$ cat src/rtl/clkdiv_pkg.sv
// clkdiv_pkg: shared ratios and count-width helper
// for the S/PDIF clock divider slice.
package clkdiv_pkg;

  localparam int DIV_A_DEF = 5;
  localparam int DIV_B_DEF = 25;

  function automatic int cnt_w(input int n);
    return (n <= 2) ? 1 : $clog2(n);
  endfunction

endpackage

$ cat src/rtl/clkdiv_stage.sv
// clkdiv_stage: clock-enabled modulo-N counter with
// registered half-duty clock and wrap tick.
module clkdiv_stage
  import clkdiv_pkg::*;
#(
  parameter int N = DIV_A_DEF
) (
  input  logic clk_in,
  input  logic reset,
  input  logic en,
  output logic wrap,
  output logic clk_out,
  output logic tick
);

  localparam int W = cnt_w(N);
  localparam logic [W-1:0] LAST = W'(N - 1);
  localparam logic [W-1:0] HALF = W'(N / 2);

  logic [W-1:0] cnt_q, cnt_d;
  logic         clk_out_q, clk_out_d;
  logic         tick_q, tick_d;

  always_comb begin
    wrap      = en && (cnt_q == LAST);
    cnt_d     = cnt_q;
    if (en)
      cnt_d = wrap ? '0 : cnt_q + W'(1);
    // decode uses the pre-edge count
    clk_out_d = (cnt_q < HALF);
    tick_d    = wrap;
  end

  always_ff @(posedge clk_in) begin
    if (reset) begin
      cnt_q     <= '0;
      clk_out_q <= 1'b0;
      tick_q    <= 1'b0;
    end else begin
      cnt_q     <= cnt_d;
      clk_out_q <= clk_out_d;
      tick_q    <= tick_d;
    end
  end

  assign clk_out = clk_out_q;
  assign tick    = tick_q;

endmodule

$ cat src/rtl/clkdiv125.sv
// clkdiv125: two-stage single-clock divider, stage B
// clock-enabled by stage A wrap (no ripple clocks).
module clkdiv125
  import clkdiv_pkg::*;
#(
  parameter int DIV_A = DIV_A_DEF,
  parameter int DIV_B = DIV_B_DEF
) (
  input  logic clk_in,
  input  logic reset,
  output logic clk_out5,
  output logic clk_out125,
  output logic tick5,
  output logic tick125
);

  logic wrap_a;
  logic wrap_b;

  clkdiv_stage #(.N(DIV_A)) u_stage_a (
    .clk_in  (clk_in),
    .reset   (reset),
    .en      (1'b1),
    .wrap    (wrap_a),
    .clk_out (clk_out5),
    .tick    (tick5)
  );

  clkdiv_stage #(.N(DIV_B)) u_stage_b (
    .clk_in  (clk_in),
    .reset   (reset),
    .en      (wrap_a),
    .wrap    (wrap_b),
    .clk_out (clk_out125),
    .tick    (tick125)
  );

  // stage B can only wrap on a stage A wrap
  a_wrap_nest : assert property (
    @(posedge clk_in) disable iff (reset)
    wrap_b |-> wrap_a
  );

endmodule

$ cat config.mk
export PLATFORM = sky130hd
export DESIGN_NAME = clkdiv125
export DESIGN_NICKNAME = d
export VERILOG_FILES = /design/src/rtl/clkdiv_pkg.sv /design/src/rtl/clkdiv_stage.sv /design/src/rtl/clkdiv125.sv
export SDC_FILE = /design/constraint.sdc
export NUM_CORES = 1
export LEC_CHECK = 0
export BUFFER_PORTS_ARGS = -buffer_cell sky130_fd_sc_hd__buf_2
export CAP_MARGIN = 10
export CORE_AREA = 4 4 41 43
export DETAILED_ROUTE_END_ITERATION = 10
export DIE_AREA = 0 0 45 47
export GPL_TIMING_DRIVEN = 1
export SLEW_MARGIN = 5
export SYNTH_ARGS = -nofsm -noshare
export SYNTH_HDL_FRONTEND = slang
export SYNTH_SLANG_ARGS = --single-unit
$ cat constraint.sdc
create_clock -name clk_in -period 1.6 [get_ports clk_in]
set_input_delay 0.16 -clock clk_in [delete_from_list [all_inputs] [get_ports clk_in]]
set_output_delay 0.16 -clock clk_in [all_outputs]
set_load 0.02 [all_outputs]
=== Yosys cells after proc, flatten, opt, wreduce, memory -nomap -nowiden ===
Cells that the tools add are included.

* Equal/unequal tests: 2
* $add $sub $neg: 2
* Muxes and demuxes: 1
* Reductions and logical operators: 2
* Order comparisons: 2

{| class="wikitable"
|+ Operators by type and width
! kind !! number
|-
| adder 5 x 1 -> 5 bit (second input constant) || 1
|-
| == test 5 bit (second input constant) || 1
|-
| less-than comparator 5 x 4 -> 1 bit (second input constant) || 1
|-
| 2-to-1 mux 5 bit || 1
|-
| adder 3 x 1 -> 3 bit (second input constant) || 1
|-
| == test 3 bit (second input constant) || 1
|-
| less-than comparator 3 x 2 -> 1 bit (second input constant) || 1
|-
| OR reduction 2 bit || 1
|-
| logical AND 1 bit || 1
|}

* Input bits: 2
* Flip-flop bits (word level): 12
* Output and inout port bits: 4
* Logic and storage cells: 15

=== Depth between registers and ports, before layout ===
Gate-level depths: netlist of the first run.

* Depth in word-level cells: 3
* Mapped depth: 5
* Gate-level depth less buffers: 5

=== Cells and area by module ===
A second synthesis of the first run with hierarchy kept.

* Cells, all modules: 53
* Area total of the unflattened synthesis: 541.8 sq um

{| class="wikitable"
|+ By module, submodules not included
! module !! cells each !! sequential area each (sq um) !! area an instance (sq um) !! times used
|-
| clkdiv_stage at u_stage_b || 31 || 140.1 || 332.8 || 1
|-
| clkdiv_stage at u_stage_a || 21 || 100.1 || 205.2 || 1
|-
| clkdiv125 || 1 || 0.0 || 3.8 || 1
|}

=== Worst setup path before layout of the first run ===
Ideal clock, no wire load.

* Path type: register to register
* Start point: reg u_stage_a.cnt_q[0]
* End point: reg u_stage_b.cnt_q[4]
* Path slack: 0.340 ns
* Buffers on the path: 0
* Period minus slack after synthesis: 1.260 ns
* Library setup time: 0.074 ns
* Data required time: 1.526 ns
* Arrival time: 1.186 ns
* Cell stages (with the launch flop): 6
* Path through: dfxtp_1 inv_1 ha_1 nand2_2 or3_1 a31oi_1

* Cells in the longest elaborated chain, start to end: 3

{| class="wikitable"
|+ RTL lines
! item !! RTL line !! RTL
|-
| start: declaration || clkdiv_stage.sv:20 || <nowiki>logic [W-1:0] cnt_q, cnt_d;</nowiki>
|-
| start signal: assignment || clkdiv_stage.sv:40 || <nowiki>cnt_q <= cnt_d;</nowiki>
|-
| == test 3 bit (*) || clkdiv_stage.sv:25 || <nowiki>wrap = en && (cnt_q == LAST);</nowiki>
|-
| logical AND 1 bit || clkdiv_stage.sv:25 ||
|-
| 2-to-1 mux 5 bit || clkdiv_stage.sv:28 || <nowiki>cnt_d = wrap ? '0 : cnt_q + W'(1);</nowiki>
|-
| end signal: assignment || clkdiv_stage.sv:40 ||
|-
| end: declaration || clkdiv_stage.sv:20 ||
|}

Every way passes the cells marked *; elsewhere a longest branch is shown, timed or not.
A chain may end at the register's enable or synchronous reset.

=== Worst setup path in the final report of the first run ===
Ends and elaborated chain as after synthesis.

==> flow_metrics.py, run 1 <==
metrics = {
    "timing": {
        "rsz0062_at_grt": "no",
        "hold_viol_final": 0,
        "finalClockSkew_ps": 3.21,
        "fin_setup_tns_ps": 0,
        "tightest_slew_ps": 266,
        "fin_ws_ps": 190,
        "fmax_ghz": 0.709,
        "maxSlewViolCount": 0,
        "fin_crit_ps": 1410,
        "fin_crit_sh_pct": 88.2,
        "final-setup-viol-count": 0,
        "relSlewSlack_pct": 82.2,
    },
    "min_path": {
        "min_path_type": "in2reg",
        "min_from": "reset",
        "holdPathStages": 2,
        "min_to": "u_stage_a.cnt_q[2]",
    },
    "floorplan": {
        "chipHeight_um": 47,
        "pin_count": 6,
        "fp-row-count": 13,
        "core_um2": 1300,
        "dieArea_um2": 2120,
        "start_util_pct": 39.4,
        "die_w_um": 45,
    },
    "setup_path": {
        "regToRegSetupSlack_ps": 190,
        "worst-path-buf-inv": 1,
        "crit_required_ps": 1800,
        "crit-reg2reg-launch": "u_stage_a.cnt_q[0]",
        "path_max_fanout": 9,
        "worstRegToRegCells": 5,
        "startpoint": "u_stage_a.cnt_q[0]",
        "path_delay_family": "simple AND/OR/NAND/NOR gates",
        "crit_type": "reg2reg",
        "cpPeakStageDelay_ps": 370,
        "critical_path.endpoint_type": "register",
        "critPathArrivalTime_ps": 1610,
        "startpoint_type": "register",
        "timing.rr.end": "u_stage_b.cnt_q[4]",
        "path_cells": "inv_1, ha_1, nand2_2, or3_1, a31oi_1",
        "slowest_stage": "or3_1",
    },
    "finish": {
        "layout-drive-gt1-share_pct": 20.0,
        "fill_cells": 134,
        "fin_cells": 75,
        "seq_area_um2": 240,
        "area_growth_pct": 10.7,
        "multi_input_area_um2": 233,
        "antenna-diode-count": 0,
        "nets": 67,
    },
    "place": {
        "gp_congestion": 0.763,
        "dp.cells": 71,
        "io_buffers": 5,
        "dp_hpwl_um": 564,
        "dp_slack_ps": 221,
    },
    "clocking": {
        "cts_resized": 0,
        "clk_path_buf_depth": 2,
        "clk_latency_ps": 270,
        "clkSlewWorstSetupHoldPaths_ps": 70,
        "htreeDepth": 1,
        "root_buffer": "clkbuf_4",
        "cts_buffers": 3,
        "post-cts-setup-buffers": 0,
        "cts_sinks": 12,
        "cts_tree": "built",
        "hold_buffers": 0,
    },
    "synthesis": {
        "synth_seq_area_share_pct": 46.8,
        "synth_cells": 53,
        "syn_nets": 59,
        "synth_cell_types": 19,
        "yosys_warnings": 0,
        "synth-seq-cells": 12,
        "postSynthAreaPerCell_um2": 9.68,
        "synth.cell_area_um2": 513,
    },
    "power_and_ir_drop": {
        "p_seq_share_pct": 53.1,
        "p_switching_w": 0.000149,
        "comb_power_share_pct": 9.4,
        "power_density_nw_per_um2": 1110,
        "switching_share_pct": 23.6,
        "peakVddDrop_mv": 0.525,
        "p_leak_nw": 0.220,
        "intPower_w": 0.000480,
        "pwr-share-clk_pct": 37.5,
        "power.total_w": 0.000629,
    },
    "routing": {
        "vias": 368,
        "first_pass_iters": 4,
        "drt_iter0_drc": 9,
        "drc": 0,
        "viasPerCell": 4.91,
        "ant_nets": 0,
        "wl_per_cell_um": 10.5,
        "routed_wl_um": 785,
    },
    "flow_run": {
        "cap_viol_max_count": 0,
    },
    "run_status": {
        "outcome": "completed",
    },
    "grt": {
        "antenna_found_initial": 0,
        "grt_pass1_wl_um": 1410,
        "grt_pass1_vias": 339,
        "overflow": 0,
        "grt_max_degree": 13,
        "grt.total_usage_pct": 9.62,
    },
}
## cells in the final DEF, fill, tap and decap left out, types with 2 or more instances in the layout
cell,count
inv_1,4
nand4_1,2
nor2_1,3
a31oi_1,2
clkbuf_4,3
nor3_1,2
a21oi_1,3
buf_2,5
nand2_1,5
dfxtp_1,12
nand3_1,5
or3_1,2
a211oi_1,2
ha_1,4
## area by class of cell
class / count / area share [%]
Sequential cell: 12 / 42.3
Multi-Input combinational cell: 35 / 41.0
Clock buffer: 4 / 6.39
Timing Repair Buffer: 5 / 4.41
Tap cell: 15 / 3.30
Inverter: 4 / 2.64
## worst max path at each step
stage                         endpoint  slack [ps]  cells after the start
floorplan           u_stage_b.cnt_q[4]         340                      5
global placement    u_stage_b.cnt_q[4]         260                      5
detailed placement  u_stage_b.cnt_q[4]         220                      5
CTS                 u_stage_b.cnt_q[4]         190                      5
global route        u_stage_b.cnt_q[4]          20                      5
finish              u_stage_b.cnt_q[4]         190                      5
## metrics by stage
step           hold WS, ps  area [um2]  utilization, %
2_1_floorplan          238         513               -
3_3_place_gp           435         532            40.9
3_5_place_dp           442         532            40.9
4_1_cts                189         568            43.7
5_1_grt                211         568            43.7
6_report               199         568            43.7
## flip-flops by register name, summed over array words and instances, names as in the netlist
| name | flops |
|---|---|
| u_stage_a.tick | 1 |
| u_stage_b.clk_out | 1 |
| u_stage_b.tick | 1 |
| u_stage_a.clk_out | 1 |
| u_stage_b.cnt_q | 5 |
| u_stage_a.cnt_q | 3 |
## cell usage after synthesis, drive strengths merged
cell    count  area share [%]
or3b        1             1.7
nor3        2             2.0
nand2       6             4.9
ha          4             9.8
nand4       2             2.4
a21oi       3             2.9
or3         2             2.4
buf         1             2.2
nand4b      1             2.9
dfxtp      12              47
clkbuf      1             2.7
mux2i       1             2.0
nor2        3             2.2
a31oi       2             2.4
inv         4             2.9
nand3       5             4.9
and3b       1             2.0
a211oi      2             2.9
## power groups by stage
stage               registers, W  logic [W]  clock network [W]
floorplan               0.000344  0.0000443                  0
global placement        0.000341  0.0000607                  0
detailed placement      0.000341  0.0000594                  0
CTS                     0.000334  0.0000597           0.000247
global route            0.000338  0.0000683           0.000258
finish                  0.000334  0.0000590           0.000236
## layer usage
metal  vias up  share of wire [%]  GRT usage, %
li1        198                  -             -
met1       160                 49          10.9
met2         8                 42          14.1
met3         2                7.5          5.75
met4         0                1.1          5.26
met5         -                  0             0
## cell families after synthesis
kind of cell / Yosys count / synth area share [%]
simple gates: 23 / 25.4
flops: 12 / 46.8
mux: 1 / 1.95
fa+ha+maj: 4 / 9.76
buf+inv: 6 / 7.80
compound gates: 7 / 8.29
Note: power is estimated with default switching activity, not from simulation.
==> run 2: changes to the inputs <==
RECOVER_POWER = 25   (was not set)
==> run 2 against run 1 <==
Via count did not move. Die area did not move. First-iteration DRC count did not move. Power fell by 0.11%. Flip-flop and latch count did not move. Clock skew did not move. Utilization fell by 0.19 points. Sequential share of layout area rose by 0.19 points. Global-route usage did not move. Non-clock buffer count did not move. Fmax did not move. Critical path depth did not move. Critical path type unchanged. Critical endpoint unchanged. Largest power group unchanged. Highest routed layer unchanged.
==> flow_metrics.py, run 2 (synthesis results as in run 1) <==
metrics = {
    "run_status": {
        "outcome": "completed",
    },
    "floorplan": {
        "fp-row-count": 13,
        "dieArea_um2": 2120,
        "core_um2": 1300,
        "die_w_um": 45,
        "pin_count": 6,
        "chipHeight_um": 47,
        "start_util_pct": 39.4,
    },
    "clocking": {
        "clk_latency_ps": 270,
        "root_buffer": "clkbuf_4",
        "clkSlewWorstSetupHoldPaths_ps": 70,
        "cts_resized": 0,
        "cts_buffers": 3,
        "htreeDepth": 1,
        "clk_path_buf_depth": 2,
        "post-cts-setup-buffers": 0,
        "cts_sinks": 12,
        "cts_tree": "built",
        "hold_buffers": 0,
    },
    "power_and_ir_drop": {
        "switching_share_pct": 23.7,
        "pwr-share-clk_pct": 37.5,
        "comb_power_share_pct": 9.3,
        "p_seq_share_pct": 53.2,
        "p_leak_nw": 0.213,
        "p_switching_w": 0.000149,
        "intPower_w": 0.000479,
        "power_density_nw_per_um2": 1110,
        "peakVddDrop_mv": 0.525,
    },
    "timing": {
        "fin_ws_ps": 190,
        "rsz0062_at_grt": "no",
        "hold_viol_final": 0,
        "fin_crit_sh_pct": 88.2,
        "relSlewSlack_pct": 82.2,
        "fin_setup_tns_ps": 0,
        "final-setup-viol-count": 0,
        "tightest_slew_ps": 266,
        "fmax_ghz": 0.709,
        "fin_crit_ps": 1410,
        "finalClockSkew_ps": 3.21,
        "maxSlewViolCount": 0,
    },
    "setup_path": {
        "startpoint_type": "register",
        "path_cells": "inv_1, ha_1, nand2_2, or3_1, a31oi_1",
        "crit_required_ps": 1800,
        "critPathArrivalTime_ps": 1610,
        "critical_path.endpoint_type": "register",
        "path_max_fanout": 9,
        "cpPeakStageDelay_ps": 370,
        "crit_type": "reg2reg",
        "slowest_stage": "or3_1",
    },
    "grt": {
        "grt_max_degree": 13,
        "antenna_found_initial": 0,
        "overflow": 0,
        "grt_pass1_wl_um": 1410,
        "grt.total_usage_pct": 9.62,
        "grt_pass1_vias": 339,
    },
    "finish": {
        "nets": 67,
        "regMostFlops": "u_stage_b.cnt_q",
        "top_regs": "u_stage_b.cnt_q (5), u_stage_a.cnt_q (3)",
        "area_growth_pct": 10.2,
        "final_cell_mix": "dfxtp_1 (12), nand2_1 (5), nand3_1 (5)",
        "largest_reg_flops": 5,
        "antenna-diode-count": 0,
        "final_common_cell": "dfxtp_1",
        "layout-drive-gt1-share_pct": 16.7,
    },
    "routing": {
        "drt_iter0_drc": 9,
        "viasPerCell": 4.91,
        "first_pass_iters": 4,
        "vias": 368,
        "drc": 0,
        "ant_nets": 0,
        "routed_wl_um": 787,
        "wl_per_cell_um": 10.5,
    },
    "place": {
        "dp_hpwl_um": 564,
        "gp_congestion": 0.763,
        "io_buffers": 5,
        "dp_slack_ps": 221,
    },
    "flow_run": {
        "cap_viol_max_count": 0,
    },
    "min_path": {
        "min_path_type": "in2reg",
    },
}
==> run 2: cell types whose count changed in the layout (fill, tap and decap cells not counted), sizes merged <==
cell	delta
clkbuf	+2
buf	-2
==> run 2: final cells by class <==
cell class	count	area, um2
clock buffers	4	36.3
fillers	136	736
inverters	4	15.0
multi-input cells	35	233
flip-flops and latches	12	240
well taps	15	18.8
repair buffers	5	22.5
==> run 2: final timing paths <==
check             cells after the start                  to  slack, ps               start
setup / recovery                      5  u_stage_b.cnt_q[4]        190  u_stage_a.cnt_q[0]
hold / removal                        2  u_stage_a.cnt_q[2]        200               reset
setup reg to reg                      5  u_stage_b.cnt_q[4]        190  u_stage_a.cnt_q[0]
hold reg to reg                       1   u_stage_a.clk_out        450  u_stage_a.cnt_q[1]
==> run 2: power by group through the flow <==
stage               clock (W)  combinational (W)  sequential [W]
floorplan                   0          0.0000443        0.000344
global placement            0          0.0000607        0.000341
detailed placement          0          0.0000594        0.000341
CTS                  0.000247          0.0000597        0.000334
global route         0.000258          0.0000675        0.000338
finish               0.000236          0.0000582        0.000334
==> run 2: per-stage QoR <==
| step | power [W] | hold slack, ps | instance area, um2 | util [%] | std cells |
|---|---|---|---|---|---|
| 2_1_floorplan | 0.000389 | 238 | 513 | - | 53 |
| 3_3_place_gp | 0.000401 | 435 | 532 | 40.9 | 71 |
| 3_5_place_dp | 0.000401 | 442 | 532 | 40.9 | 71 |
| 4_1_cts | 0.000641 | 189 | 568 | 43.7 | 75 |
| 5_1_grt | 0.000663 | 211 | 566 | 43.5 | 75 |
| 6_report | 0.000628 | 199 | 566 | 43.5 | 75 |
==> run 2: worst max-delay path, delay by kind of cell, from the launching register on <==
family / cells / cell delay (ps)
AOI/OAI and AO/OA: 1 / 160
DFF: 1 / 330
buffers and inverters: 1 / 60
adders and majority gates: 1 / 270
and+or+nand+nor: 2 / 530
==> run 2: routing by layer <==
metal	vias to the layer above	routed length, um	track usage (%)	share of wire (%)
met5	-	0	0	0
met3	2	61	5.75	7.8
met4	0	9	5.26	1.1
met2	8	329	14.1	42
met1	160	386	10.9	49
li1	198	-	-	-
==> run 3: changes to the inputs <==
CELL_PAD_IN_SITES_DETAIL_PLACEMENT = 0   (was not set)
CELL_PAD_IN_SITES_GLOBAL_PLACEMENT = 1   (was not set)
PLACE_DENSITY_LB_ADDON = 0.1   (was not set)
==> run 3 against run 2 <==
Clock-buffer cell count is the same. Sequential power is essentially flat. Flip-flop and latch count is the same. Register-to-register slack is essentially flat. Utilization is the same. Power grew 0.18%. Clock skew shrank 1.9 ps. Via count grew 6.0%. Global-route usage grew 0.45 points. Critical path depth is the same. Largest cell class unchanged.
==> flow_metrics.py, run 3 (synthesis results as in run 1) <==
metrics = {
    "clocking": {
        "hold_buffers": 0,
        "cts_buffers": 3,
        "clk_latency_ps": 260,
        "root_buffer": "clkbuf_4",
        "post-cts-setup-buffers": 0,
        "clkSlewWorstSetupHoldPaths_ps": 80,
        "clk_path_buf_depth": 2,
        "cts_resized": 0,
        "cts_tree": "built",
        "cts_sinks": 12,
        "htreeDepth": 1,
    },
    "finish": {
        "nets": 67,
        "largest_reg_flops": 5,
        "area_growth_pct": 10.2,
        "regMostFlops": "u_stage_b.cnt_q",
        "layout-drive-gt1-share_pct": 16.7,
        "final_cell_mix": "dfxtp_1 (12), nand2_1 (5), nand3_1 (5)",
        "final_common_cell": "dfxtp_1",
        "antenna-diode-count": 0,
        "top_regs": "u_stage_b.cnt_q (5), u_stage_a.cnt_q (3)",
        "fill_cells": 138,
        "stdcell_area_um2": 566,
    },
    "setup_path": {
        "path_delay_family": "simple AND/OR/NAND/NOR gates",
        "crit_required_ps": 1800,
        "timing.rr.end": "u_stage_b.cnt_q[3]",
        "worst-path-buf-inv": 1,
        "path_cells": "inv_1, ha_1, nand2_2, or3_1, a31oi_1",
        "critPathArrivalTime_ps": 1610,
        "startpoint_type": "register",
        "worstRegToRegCells": 5,
        "critical_path.endpoint_type": "register",
        "path_max_fanout": 9,
        "crit-reg2reg-launch": "u_stage_a.cnt_q[1]",
        "regToRegSetupSlack_ps": 190,
        "cpPeakStageDelay_ps": 370,
        "crit_type": "reg2reg",
        "slowest_stage": "or3_1",
    },
    "routing": {
        "viasPerCell": 5.20,
        "drt_iter0_drc": 5,
        "ant_nets": 0,
        "vias": 390,
        "drc": 0,
        "first_pass_iters": 4,
        "routed_wl_um": 847,
        "wl_per_cell_um": 11.3,
    },
    "min_path": {
        "min_from": "reset",
        "min_to": "u_stage_a.tick",
        "min_path_type": "in2reg",
        "holdPathStages": 2,
    },
    "floorplan": {
        "start_util_pct": 39.4,
        "die_w_um": 45,
        "fp-row-count": 13,
        "core_um2": 1300,
        "pin_count": 6,
        "dieArea_um2": 2120,
        "chipHeight_um": 47,
    },
    "timing": {
        "fin_setup_tns_ps": 0,
        "fin_crit_sh_pct": 88.0,
        "final-setup-viol-count": 0,
        "finalClockSkew_ps": 1.32,
        "rsz0062_at_grt": "no",
        "tightest_slew_ps": 260,
        "fin_crit_ps": 1410,
        "maxSlewViolCount": 0,
        "relSlewSlack_pct": 82.6,
        "hold_viol_final": 0,
        "fmax_ghz": 0.710,
    },
    "place": {
        "dp_hpwl_um": 626,
        "placed_cell_area_um2": 532,
        "gp_congestion": 0.717,
        "io_buffers": 5,
    },
    "power_and_ir_drop": {
        "power_density_nw_per_um2": 1110,
        "peakVddDrop_mv": 0.436,
        "power.total_w": 0.000629,
        "p_leak_nw": 0.213,
    },
    "grt": {
        "grt_pass1_vias": 350,
        "overflow": 0,
        "grt.total_usage_pct": 10.1,
        "antenna_found_initial": 0,
        "grt_pass1_wl_um": 1510,
        "grt_max_degree": 13,
    },
    "run_status": {
        "outcome": "completed",
    },
    "flow_run": {
        "cap_viol_max_count": 0,
    },
}
run 3: worst max-delay path by stage:
stage	startpoint	endpoint	slack, ps	cells after the start
after global placement	u_stage_b.cnt_q[0]	u_stage_b.cnt_q[2]	270	5
after CTS	u_stage_a.cnt_q[1]	u_stage_b.cnt_q[3]	190	5
after floorplan	u_stage_a.cnt_q[0]	u_stage_b.cnt_q[4]	340	5
final	u_stage_a.cnt_q[1]	u_stage_b.cnt_q[3]	190	5
after detailed placement	u_stage_a.cnt_q[1]	u_stage_b.cnt_q[3]	210	5
after global routing	u_stage_a.cnt_q[1]	u_stage_b.cnt_q[3]	100	5
run 3: metal layers:
layer / track usage, % / part of all wire, % / wire length (um) / vias to the layer above
li1: - / - / - / 201
met1: 11.0 / 43 / 362 / 183
met2: 17.2 / 51 / 434 / 4
met3: 2.30 / 4.4 / 37 / 2
met4: 7.02 / 1.4 / 12 / 0
met5: 0 / 0 / 0 / -
run 3: worst reg2reg max path: stages (launching register included):
cell and delay, ps:
dfxtp_1 330, inv_1 60, ha_1 260, nand2_2 160
or3_1 370, a31oi_1 160
run 3: report_power, final:
part           total (W)  switching, W  internal [W]  leakage, nW
clock network   0.000237     0.0000988      0.000138       0.0210
logic          0.0000585     0.0000352     0.0000233       0.0936
registers       0.000334     0.0000164      0.000318       0.0983
run 3: area by class of cell:
type	count	area [um2]	area share (%)
sequential	12	240	42.5
multi-input combinational	35	233	41.2
clock buffer	4	36.3	6.42
timing repair buffer	5	22.5	3.98
tap	15	18.8	3.32
inverter	4	15.0	2.65
run 3: per-stage QoR:
stage,setup slack [ps],util [%],instances,hold slack [ps]
final,192,43.5,75,199
after global routing,96.8,43.5,75,222
after CTS,192,43.7,75,202
after detailed placement,215,40.9,71,446
after global placement,271,40.9,71,433
after floorplan,340,-,53,238
